File: config.mk
export PLATFORM = sky130hd
export DESIGN_NAME = cpu_sequencer_flat
export DESIGN_NICKNAME = d
export VERILOG_FILES = /design/src/rtl/cpu_seq_pkg.sv /design/src/rtl/cpu_sequencer_if.sv /design/src/rtl/seq_wdt.sv /design/src/rtl/cpu_sequencer.sv /design/src/flat_wrapper.sv
export SDC_FILE = /design/constraint.sdc
export NUM_CORES = 1
export LEC_CHECK = 0
export BUFFER_PORTS_ARGS = -buffer_cell sky130_fd_sc_hd__buf_4
export CORE_MARGIN = 2
export CORE_UTILIZATION = 48
export CTS_CLUSTER_SIZE = 40
export DETAILED_ROUTE_END_ITERATION = 8
export PLACE_DENSITY = 0.77
export SETUP_SLACK_MARGIN = 0.4
export SYNTH_ARGS = -nofsm -noshare
export SYNTH_HDL_FRONTEND = slang
export SYNTH_SLANG_ARGS = --single-unit
File: constraint.sdc
create_clock -name CLK100MHZ -period 2.4 [get_ports CLK100MHZ]
set_input_delay 0.72 -clock CLK100MHZ [delete_from_list [all_inputs] [get_ports CLK100MHZ]]
set_output_delay 0.72 -clock CLK100MHZ [all_outputs]
set_load 0.03 [all_outputs]
File: src/rtl/cpu_seq_pkg.sv
// rtl/cpu_seq_pkg.sv - shared state encoding and alignment helpers for the instruction sequencer
package cpu_seq_pkg;

  localparam int STATE_W = 3;

  // Code 6 is deliberately left unused; the FSM treats it as a recovery path back to IDLE.
  typedef enum logic [STATE_W-1:0] {
    S_IDLE   = 3'd0,
    S_FETCH  = 3'd1,
    S_DECODE = 3'd2,
    S_EXEC   = 3'd3,
    S_MEM    = 3'd4,
    S_WB     = 3'd5,
    S_FAULT  = 3'd7
  } state_t;

  // Instructions are word aligned, so the low two address bits must be zero.
  localparam logic [1:0] ALIGN_MASK = 2'b11;

  function automatic logic is_aligned(input logic [31:0] addr);
    return (addr[1:0] & ALIGN_MASK) == 2'b00;
  endfunction

endpackage

File: src/rtl/cpu_sequencer_if.sv
// rtl/cpu_sequencer_if.sv - request/acknowledge handshakes between the sequencer and imem, dmem and divider
interface cpu_sequencer_if;

  logic imem_req;
  logic imem_ack;
  logic dmem_req;
  logic dmem_ack;
  logic div_start;
  logic div_done;

  // Sequencer side: issues requests, waits on acknowledges.
  modport master (
    output imem_req, dmem_req, div_start,
    input  imem_ack, dmem_ack, div_done
  );

  // Memory / divider side: sees requests, answers with acknowledges.
  modport slave (
    input  imem_req, dmem_req, div_start,
    output imem_ack, dmem_ack, div_done
  );

endinterface

File: src/rtl/seq_wdt.sv
// rtl/seq_wdt.sv - wait-cycle counter that flags a handshake that never completes
module seq_wdt #(
  parameter int TMO_W = 8
) (
  input  logic             clk,
  input  logic             rst_n,
  input  logic             clr,
  input  logic             en,
  input  logic [TMO_W-1:0] limit,
  output logic             expired
);

  localparam logic [TMO_W-1:0] ONE = {{(TMO_W-1){1'b0}}, 1'b1};

  logic [TMO_W-1:0] cnt;

  // Expires in the cycle whose un-acked edge would bring the count up to the limit; a zero limit never expires.
  assign expired = en && (limit != '0) && (cnt == (limit - ONE));

  // Count waiting cycles, restarting whenever the sequencer changes state.
  always_ff @(posedge clk or negedge rst_n) begin
    if (!rst_n) begin
      cnt <= '0;
    end else if (clr) begin
      cnt <= '0;
    end else if (en) begin
      cnt <= cnt + ONE;
    end
  end

endmodule

File: src/rtl/cpu_sequencer.sv
// rtl/cpu_sequencer.sv - multi-cycle fetch/decode/execute/memory/writeback sequencer owning the PC
module cpu_sequencer
  import cpu_seq_pkg::*;
#(
  parameter logic [31:0] RESET_PC       = 32'h0000_0000,
  parameter int          TIMEOUT_CYCLES = 255,
  parameter int          TMO_W          = 8
) (
  input  logic                    CLK100MHZ,
  input  logic                    rst_n,
  input  logic                    run,
  input  logic                    is_load,
  input  logic                    is_store,
  input  logic                    is_div_op,
  input  logic                    rd_en,
  input  logic                    taken_branch,
  input  logic [31:0]             branch_target,
  cpu_sequencer_if.master         bus,
  output logic [31:0]             pc,
  output logic [STATE_W-1:0]      state,
  output logic                    rf_we,
  output logic                    retire,
  output logic                    fault,
  output logic                    busy
);

  localparam logic [TMO_W-1:0] TMO_LIMIT = TMO_W'(TIMEOUT_CYCLES);

  state_t cur_state;
  state_t nxt_state;
  logic   div_wait;
  logic   pc_load;
  logic   wait_en;
  logic   wait_clr;
  logic   expired;
  logic   exec_to_mem;

  // A cycle spent in a handshake state without its acknowledge counts toward the timeout.
  assign wait_en = ((cur_state == S_FETCH) && !bus.imem_ack) ||
                   ((cur_state == S_MEM)   && !bus.dmem_ack) ||
                   ((cur_state == S_EXEC)  && is_div_op && !bus.div_done);

  // Any state change restarts the wait count, so each handshake gets its full budget.
  assign wait_clr    = (nxt_state != cur_state);
  assign exec_to_mem = is_load || is_store;

  seq_wdt #(
    .TMO_W (TMO_W)
  ) u_wdt (
    .clk     (CLK100MHZ),
    .rst_n   (rst_n),
    .clr     (wait_clr),
    .en      (wait_en),
    .limit   (TMO_LIMIT),
    .expired (expired)
  );

  // State register; async reset drops every request immediately.
  always_ff @(posedge CLK100MHZ or negedge rst_n) begin
    if (!rst_n) begin
      cur_state <= S_IDLE;
    end else begin
      cur_state <= nxt_state;
    end
  end

  // Remembers that the divider has already been started in this EXEC visit.
  always_ff @(posedge CLK100MHZ or negedge rst_n) begin
    if (!rst_n) begin
      div_wait <= 1'b0;
    end else begin
      div_wait <= (cur_state == S_EXEC) && (nxt_state == S_EXEC);
    end
  end

  // PC advances only on a clean writeback.
  always_ff @(posedge CLK100MHZ or negedge rst_n) begin
    if (!rst_n) begin
      pc <= RESET_PC;
    end else if (pc_load) begin
      pc <= taken_branch ? branch_target : (pc + 32'd4);
    end
  end

  // Next-state and handshake outputs.
  always_comb begin
    nxt_state     = cur_state;
    bus.imem_req  = 1'b0;
    bus.dmem_req  = 1'b0;
    bus.div_start = 1'b0;
    rf_we         = 1'b0;
    retire        = 1'b0;
    pc_load       = 1'b0;
    case (cur_state)
      S_IDLE: begin
        if (run) nxt_state = S_FETCH;
      end
      S_FETCH: begin
        bus.imem_req = 1'b1;
        if (bus.imem_ack)  nxt_state = S_DECODE;
        else if (expired)  nxt_state = S_FAULT;
      end
      S_DECODE: begin
        nxt_state = S_EXEC;
      end
      S_EXEC: begin
        if (!is_div_op) begin
          nxt_state = exec_to_mem ? S_MEM : S_WB;
        end else begin
          bus.div_start = !div_wait;
          if (bus.div_done) nxt_state = exec_to_mem ? S_MEM : S_WB;
          else if (expired) nxt_state = S_FAULT;
        end
      end
      S_MEM: begin
        bus.dmem_req = 1'b1;
        if (bus.dmem_ack)  nxt_state = S_WB;
        else if (expired)  nxt_state = S_FAULT;
      end
      S_WB: begin
        if (taken_branch && !is_aligned(branch_target)) begin
          nxt_state = S_FAULT;
        end else begin
          retire    = 1'b1;
          rf_we     = rd_en && !is_store;
          pc_load   = 1'b1;
          nxt_state = run ? S_FETCH : S_IDLE;
        end
      end
      S_FAULT: begin
        nxt_state = S_FAULT;
      end
      default: begin
        nxt_state = S_IDLE;
      end
    endcase
  end

  assign state = cur_state;
  assign fault = (cur_state == S_FAULT);
  assign busy  = (cur_state != S_IDLE) && (cur_state != S_FAULT);

endmodule

File: src/flat_wrapper.sv
// flat-port wrapper written by rule: the top's interface ports become plain ports
module cpu_sequencer_flat import cpu_seq_pkg::*;
#(
  parameter logic [31:0] RESET_PC       = 32'h0000_0000,
  parameter int          TIMEOUT_CYCLES = 255,
  parameter int          TMO_W          = 8
)
  (CLK100MHZ, rst_n, run, is_load, is_store, is_div_op, rd_en, taken_branch, branch_target, pc, state, rf_we, retire, fault, busy, bus_imem_req, bus_dmem_req, bus_div_start, bus_imem_ack, bus_dmem_ack, bus_div_done);
  cpu_sequencer_if bus_i ();
  input  logic CLK100MHZ;
  input  logic rst_n;
  input  logic run;
  input  logic is_load;
  input  logic is_store;
  input  logic is_div_op;
  input  logic rd_en;
  input  logic taken_branch;
  input  logic [31:0] branch_target;
  output logic [31:0] pc;
  output logic [STATE_W-1:0] state;
  output logic rf_we;
  output logic retire;
  output logic fault;
  output logic busy;
  output wire logic [$bits(bus_i.imem_req)-1:0] bus_imem_req;
  output wire logic [$bits(bus_i.dmem_req)-1:0] bus_dmem_req;
  output wire logic [$bits(bus_i.div_start)-1:0] bus_div_start;
  input wire logic [$bits(bus_i.imem_ack)-1:0] bus_imem_ack;
  input wire logic [$bits(bus_i.dmem_ack)-1:0] bus_dmem_ack;
  input wire logic [$bits(bus_i.div_done)-1:0] bus_div_done;
  assign bus_imem_req = bus_i.imem_req;
  assign bus_dmem_req = bus_i.dmem_req;
  assign bus_div_start = bus_i.div_start;
  assign bus_i.imem_ack = bus_imem_ack;
  assign bus_i.dmem_ack = bus_dmem_ack;
  assign bus_i.div_done = bus_div_done;
  cpu_sequencer #(.RESET_PC(RESET_PC), .TIMEOUT_CYCLES(TIMEOUT_CYCLES), .TMO_W(TMO_W)) u_core (.CLK100MHZ(CLK100MHZ), .rst_n(rst_n), .run(run), .is_load(is_load), .is_store(is_store), .is_div_op(is_div_op), .rd_en(rd_en), .taken_branch(taken_branch), .branch_target(branch_target), .bus(bus_i), .pc(pc), .state(state), .rf_we(rf_we), .retire(retire), .fault(fault), .busy(busy));
endmodule
Yosys cells after proc, flatten, opt, wreduce, memory -nomap -nowiden
Index checks and enable logic that the tools add are counted.
- add/sub/neg operators: 2
- equal/unequal tests: 10
- muxes and demuxes: 21
- reduce and logical (&&, ||, !) cells: 22
- operators with widths (operator ; count):
    $add 32x3->32 const B ; 1
    $mux 32 ; 1
    $mux 3 ; 7
    $pmux 3 s7 ; 1
    $mux 8 ; 2
    $mux 1 ; 10
    $eq 3x2->1 const B ; 3
    $eq 3x3->1 const B ; 3
    $logic_and 1x1->1 ; 9
    $add 8x1->8 const B ; 1
    $eq 8x8->1 const B ; 1
    $logic_not 1->1 ; 6
    $eq 3x1->1 const B ; 1
    $logic_not 3->1 ; 1
    $logic_or 1x1->1 ; 3
    $ne 3x3->1 ; 1
    $ne 3x3->1 const B ; 1
    $reduce_bool 3->1 ; 1
    $logic_not 2->1 ; 1
    $reduce_bool 2->1 ; 1
- bits in registers: 44
- input port bits: 43
- output and inout port bits: 42
- word-level logic and storage cells: 59

Logic depth before layout (Yosys ltp)
- depth in word-level cells: 11
- depth in mapped cells: 9
- depth with buffers taken out: 6

Modules after synthesis
Synthesis repeated with hierarchy kept, for this count alone.
- cell total of the unflattened synthesis: 362
- area total of the unflattened synthesis: 3084.2 sq um
- by module, submodules not included (module ; times used ; cells each ; area each (sq um) ; sequential area each (sq um)):
    cpu_sequencer ; 1 ; 288 ; 2397.3 ; 900.9
    seq_wdt ; 1 ; 74 ; 686.9 ; 200.2

Worst setup path after synthesis
No wires, ideal clock.
- kind: input to output
- start: input taken_branch
- end: output rf_we
- arrival: 2.276 ns
- required time: 1.680 ns
- path slack: -0.596 ns
- stages: 6
- path buffers: 3
- cell sequence: buf_2 > o21ai_0 > nand3_1 > clkbuf_1 > clkbuf_1 > nor3b_1
- word-level cells in the longest chain between the ends: 3
- RTL lines (element ; line ; text):
    start: declaration ; flat_wrapper.sv:17 ; input logic taken_branch;
    $logic_and 1x1->1 ; cpu_sequencer.sv:121 ; if (taken_branch && !is_aligned(branch_target)) begin
    $mux 1 ; cpu_sequencer.sv:121 ;
    $mux 1 ; cpu_sequencer.sv:94 ; case (cur_state)
    end: declaration ; flat_wrapper.sv:21 ; output logic rf_we;
No other way between the ends.

Worst setup path after layout
- start: input branch_target[1]
- end: output retire
- word-level cells in the longest chain between the ends: 5
- RTL lines (element ; line ; text):
    start: declaration ; flat_wrapper.sv:18 ; input logic [31:0] branch_target;
    $logic_not 2->1 ; cpu_seq_pkg.sv:21 ; return (addr[1:0] & ALIGN_MASK) == 2'b00;
    $logic_not 1->1 ; cpu_sequencer.sv:121 ;
    $logic_and 1x1->1 ; cpu_sequencer.sv:121 ;
    $mux 1 ; cpu_sequencer.sv:121 ;
    $mux 1 ; cpu_sequencer.sv:94 ;
    end: declaration ; flat_wrapper.sv:22 ; output logic retire;
No other way between the ends.

==> results.ini <==
[grt]
grt_antenna_before_repair = 0
grt.total_usage_pct = 26.40
gr-total-overflow = 0
first_pass_grt_wire_length_microns = 15130
largest_net_degree_at_the_start_of_global_routing = 45
number_of_global_route_vias_before_repair = 3095

[placement]
dp_hpwl_microns = 6122
dp_cells = 496
place_congestion = 0.9080
io_buffers = 84
dp_slack_ns = 0.1300

[sta]
setup_violations = 0
final_min_period_over_clock_period_pct = 90.53
min_period_ns = 2.173
clock_skew_ns = 0.009691
finalWorstSetupSlack_ns = 0.2272
worst-slew-pin-transition_ns = 0.5796
final-max-slew-violation-count = 0
grt_setup_unrepaired = true
hold_ws_ns = 0.4089
timing.setup.tns_ns = 0
timing.max_slew.rel_slack_pct = 61.36
fmax_ghz = 0.4602
timing_hold_violations_final = 0

[clocking]
cts.clk_slew.worst_paths_ns = 0.09
cts_buffer_depth = 2
cts_tree = done
cts_htree_levels = 2
clock-sinks = 44
clockRootBuffer = clkbuf_8
hold_buf_cts = 0
clock_insertion_delay_worst_skew_ns = 0.31
tritoncts.num_buffers = 5

[critical_path]
critical-path-max-stage-delay_ns = 0.17
crit_path_top_delay_cell = o21ai_4
crit_path_cells = buf_8 > o21ai_4 > nand3_4 > buf_4 > inv_4 > buf_6
cp_data_required_time_ns = 1.68
worstSetupEndpointType = output port
timing.critical_path.from_type = primary input
cp_max_fanout = 3
worst-setup-path-type = primary input to output port
worst_ep_arrival_time_ns = 1.45

[synthesis]
netlist_area_sq_um = 3048
yosys-top-cells-count = nand2_1, dfrtp_1, nand3_1
async_reset_ff_share_pct = 100.0
synth.ff_latch_count = 44
yosys_most_used_dff = dfrtp_1
synth.yosys.seq_area_share_pct = 36.12
synthDominantCellAreaShare_pct = 36.12
postSynthAreaPerCell_sq_um = 8.809
synth.area.top_cells = dfrtp_1, nand2_1, nand3_1, o21ai_0, nand4_1
synth.lib_cells_used.distinct = 63
post-synth-top-area-cell = dfrtp_1
mappedNetlistNets = 392
synth_cells = 346
ys.warnings.count = 0
synth.most_common_cell = nand2_1
count_of_flip_flops_with_a_built_in_enable_after_synthesis = 0

[cells_and_area]
stdcell_count = 534
area_delta_synth_final_pct = 44.21
layout.nets = 502
multiInputGateArea_sq_um = 1989
antennaDiodeCount = 0
filler_cell_count = 501
regArea_sq_um = 1112
ratio_of_cells_with_drive_above_1_in_the_final_layout_pct = 40.92

[die]
design.portCount = 85
floorplan.die_area_sq_um = 7003
die_w_microns = 83.69
initial_cell_density_of_the_core_pct = 48.84
floorplan.core_area_sq_um = 6241
rows = 29
die_y_microns = 83.69

[detailed_routing]
wl_per_cell_microns = 17.66
drtIter0Drc = 317
route.antenna.remaining_nets = 0
post-route-drc-count = 0
vias_per_cell = 6.213
firstDrtPassIters = 5
postRouteWirelength_microns = 9428
total_via_count_in_the_routed_design = 3318

[run]
max_cap_viol_count = 0

[pwr]
worst_ir_drop_vdd_uv = 862.4
finalPower_mw = 5.111
leakage_nw = 1.957
power_density_nw_per_um2 = 1163

[run_status]
outcome = completed

[min_path]
worst_hold_path_type = primary input to asynchronous set/reset pin

[worst max-delay path, delay by kind of cell]
kind | cells | cell delay, ns
and+or+nand+nor | 1 | 0.12
buffers and inverters | 4 | 0.44
AOI/OAI and AO/OA | 1 | 0.17
[layout by cell type, fill, tap and decap left out, types with 11 or more instances in the layout]
master,count
dfrtp_1,35
buf_4,105
nand4_1,13
nand3_1,23
nor2_1,11
nand2_1,45
o21ai_0,17
buf_6,13
[layout make-up]
class,instances,area share (%)
Multi-Input combinational cell,271,45.26
Sequential cell,44,25.31
Timing Repair Buffer,127,24.45
Tap cell,77,2.192
Clock buffer,7,1.964
Inverter,7,0.6547
Clock inverter,1,0.1708
[final timing paths]
kind | end | start | cells past startpoint | slack (ns)
worst max-delay path | retire | branch_target[1] | 6 | 0.23
worst min-delay path | u_core.pc[6]$_DFFE_PN0P_ | rst_n | 1 | 0.41
worst max register to register | u_core.u_wdt.cnt[1]$_DFFE_PN0P_ | u_core.state[1]$_DFF_PN0_ | 7 | 0.32
worst min register to register | u_core.pc[0]$_DFFE_PN0P_ | u_core.pc[0]$_DFFE_PN0P_ | 1 | 0.51
max in group asynchronous | u_core.pc[19]$_DFFE_PN0P_ | rst_n | 1 | 1.58
min in group CLK100MHZ | u_core.pc[0]$_DFFE_PN0P_ | u_core.pc[0]$_DFFE_PN0P_ | 1 | 0.51
[flip-flops by register name, summed over array words and instances, names as in the netlist]
register / flops
u_core.u_wdt.cnt: 8
u_core.state: 3
u_core.pc: 32
u_core.div_wait: 1
[per-stage QoR]
| stage | instance area [sq um] | utilization [%] |
|---|---|---|
| 2_1_floorplan | 3167 | - |
| 3_3_place_gp | 3851 | 61.71 |
| 3_5_place_dp | 3851 | 61.71 |
| 4_1_cts | 4237 | 67.88 |
| 5_1_grt | 4395 | 70.43 |
| 6_report | 4395 | 70.43 |
[layer usage]
metal  global-route usage [%]  up-vias  part of all wire, %
met5                        0        -                    0
met4                    5.279        0                  1.5
met3                    5.440       17                  6.4
met2                    47.05      134                   52
met1                    33.16     1640                   40
li1                         -     1527                    -
[repair_timing]
action | 4_1_cts | 5_1_grt
pin swaps | 9 | 11
buffers inserted | 20 | 9
gates resized for setup | 25 | 21
endpoints found under the setup margin | 17 | 27
gates cloned | 0 | 1
[cells by family (layout without fill, tap and decap cells)]
kind of cell,after synthesis,after routing,synth area share [%]
compound gates,86,87,21.47
buf+inv,32,142,4.762
simple gates,163,163,30.83
mux,8,8,2.709
fa+ha+maj,3,3,1.232
flops,44,44,36.12
xor+xnor,10,10,2.874
[power breakdown]
part	switching, mW	internal (mW)	total (mW)
clock network	0.276	0.234	0.511
registers	0.414	0.995	1.41
logic	1.76	1.43	3.19
total	2.45	2.66	5.11
(Power assumes the default switching activity.)
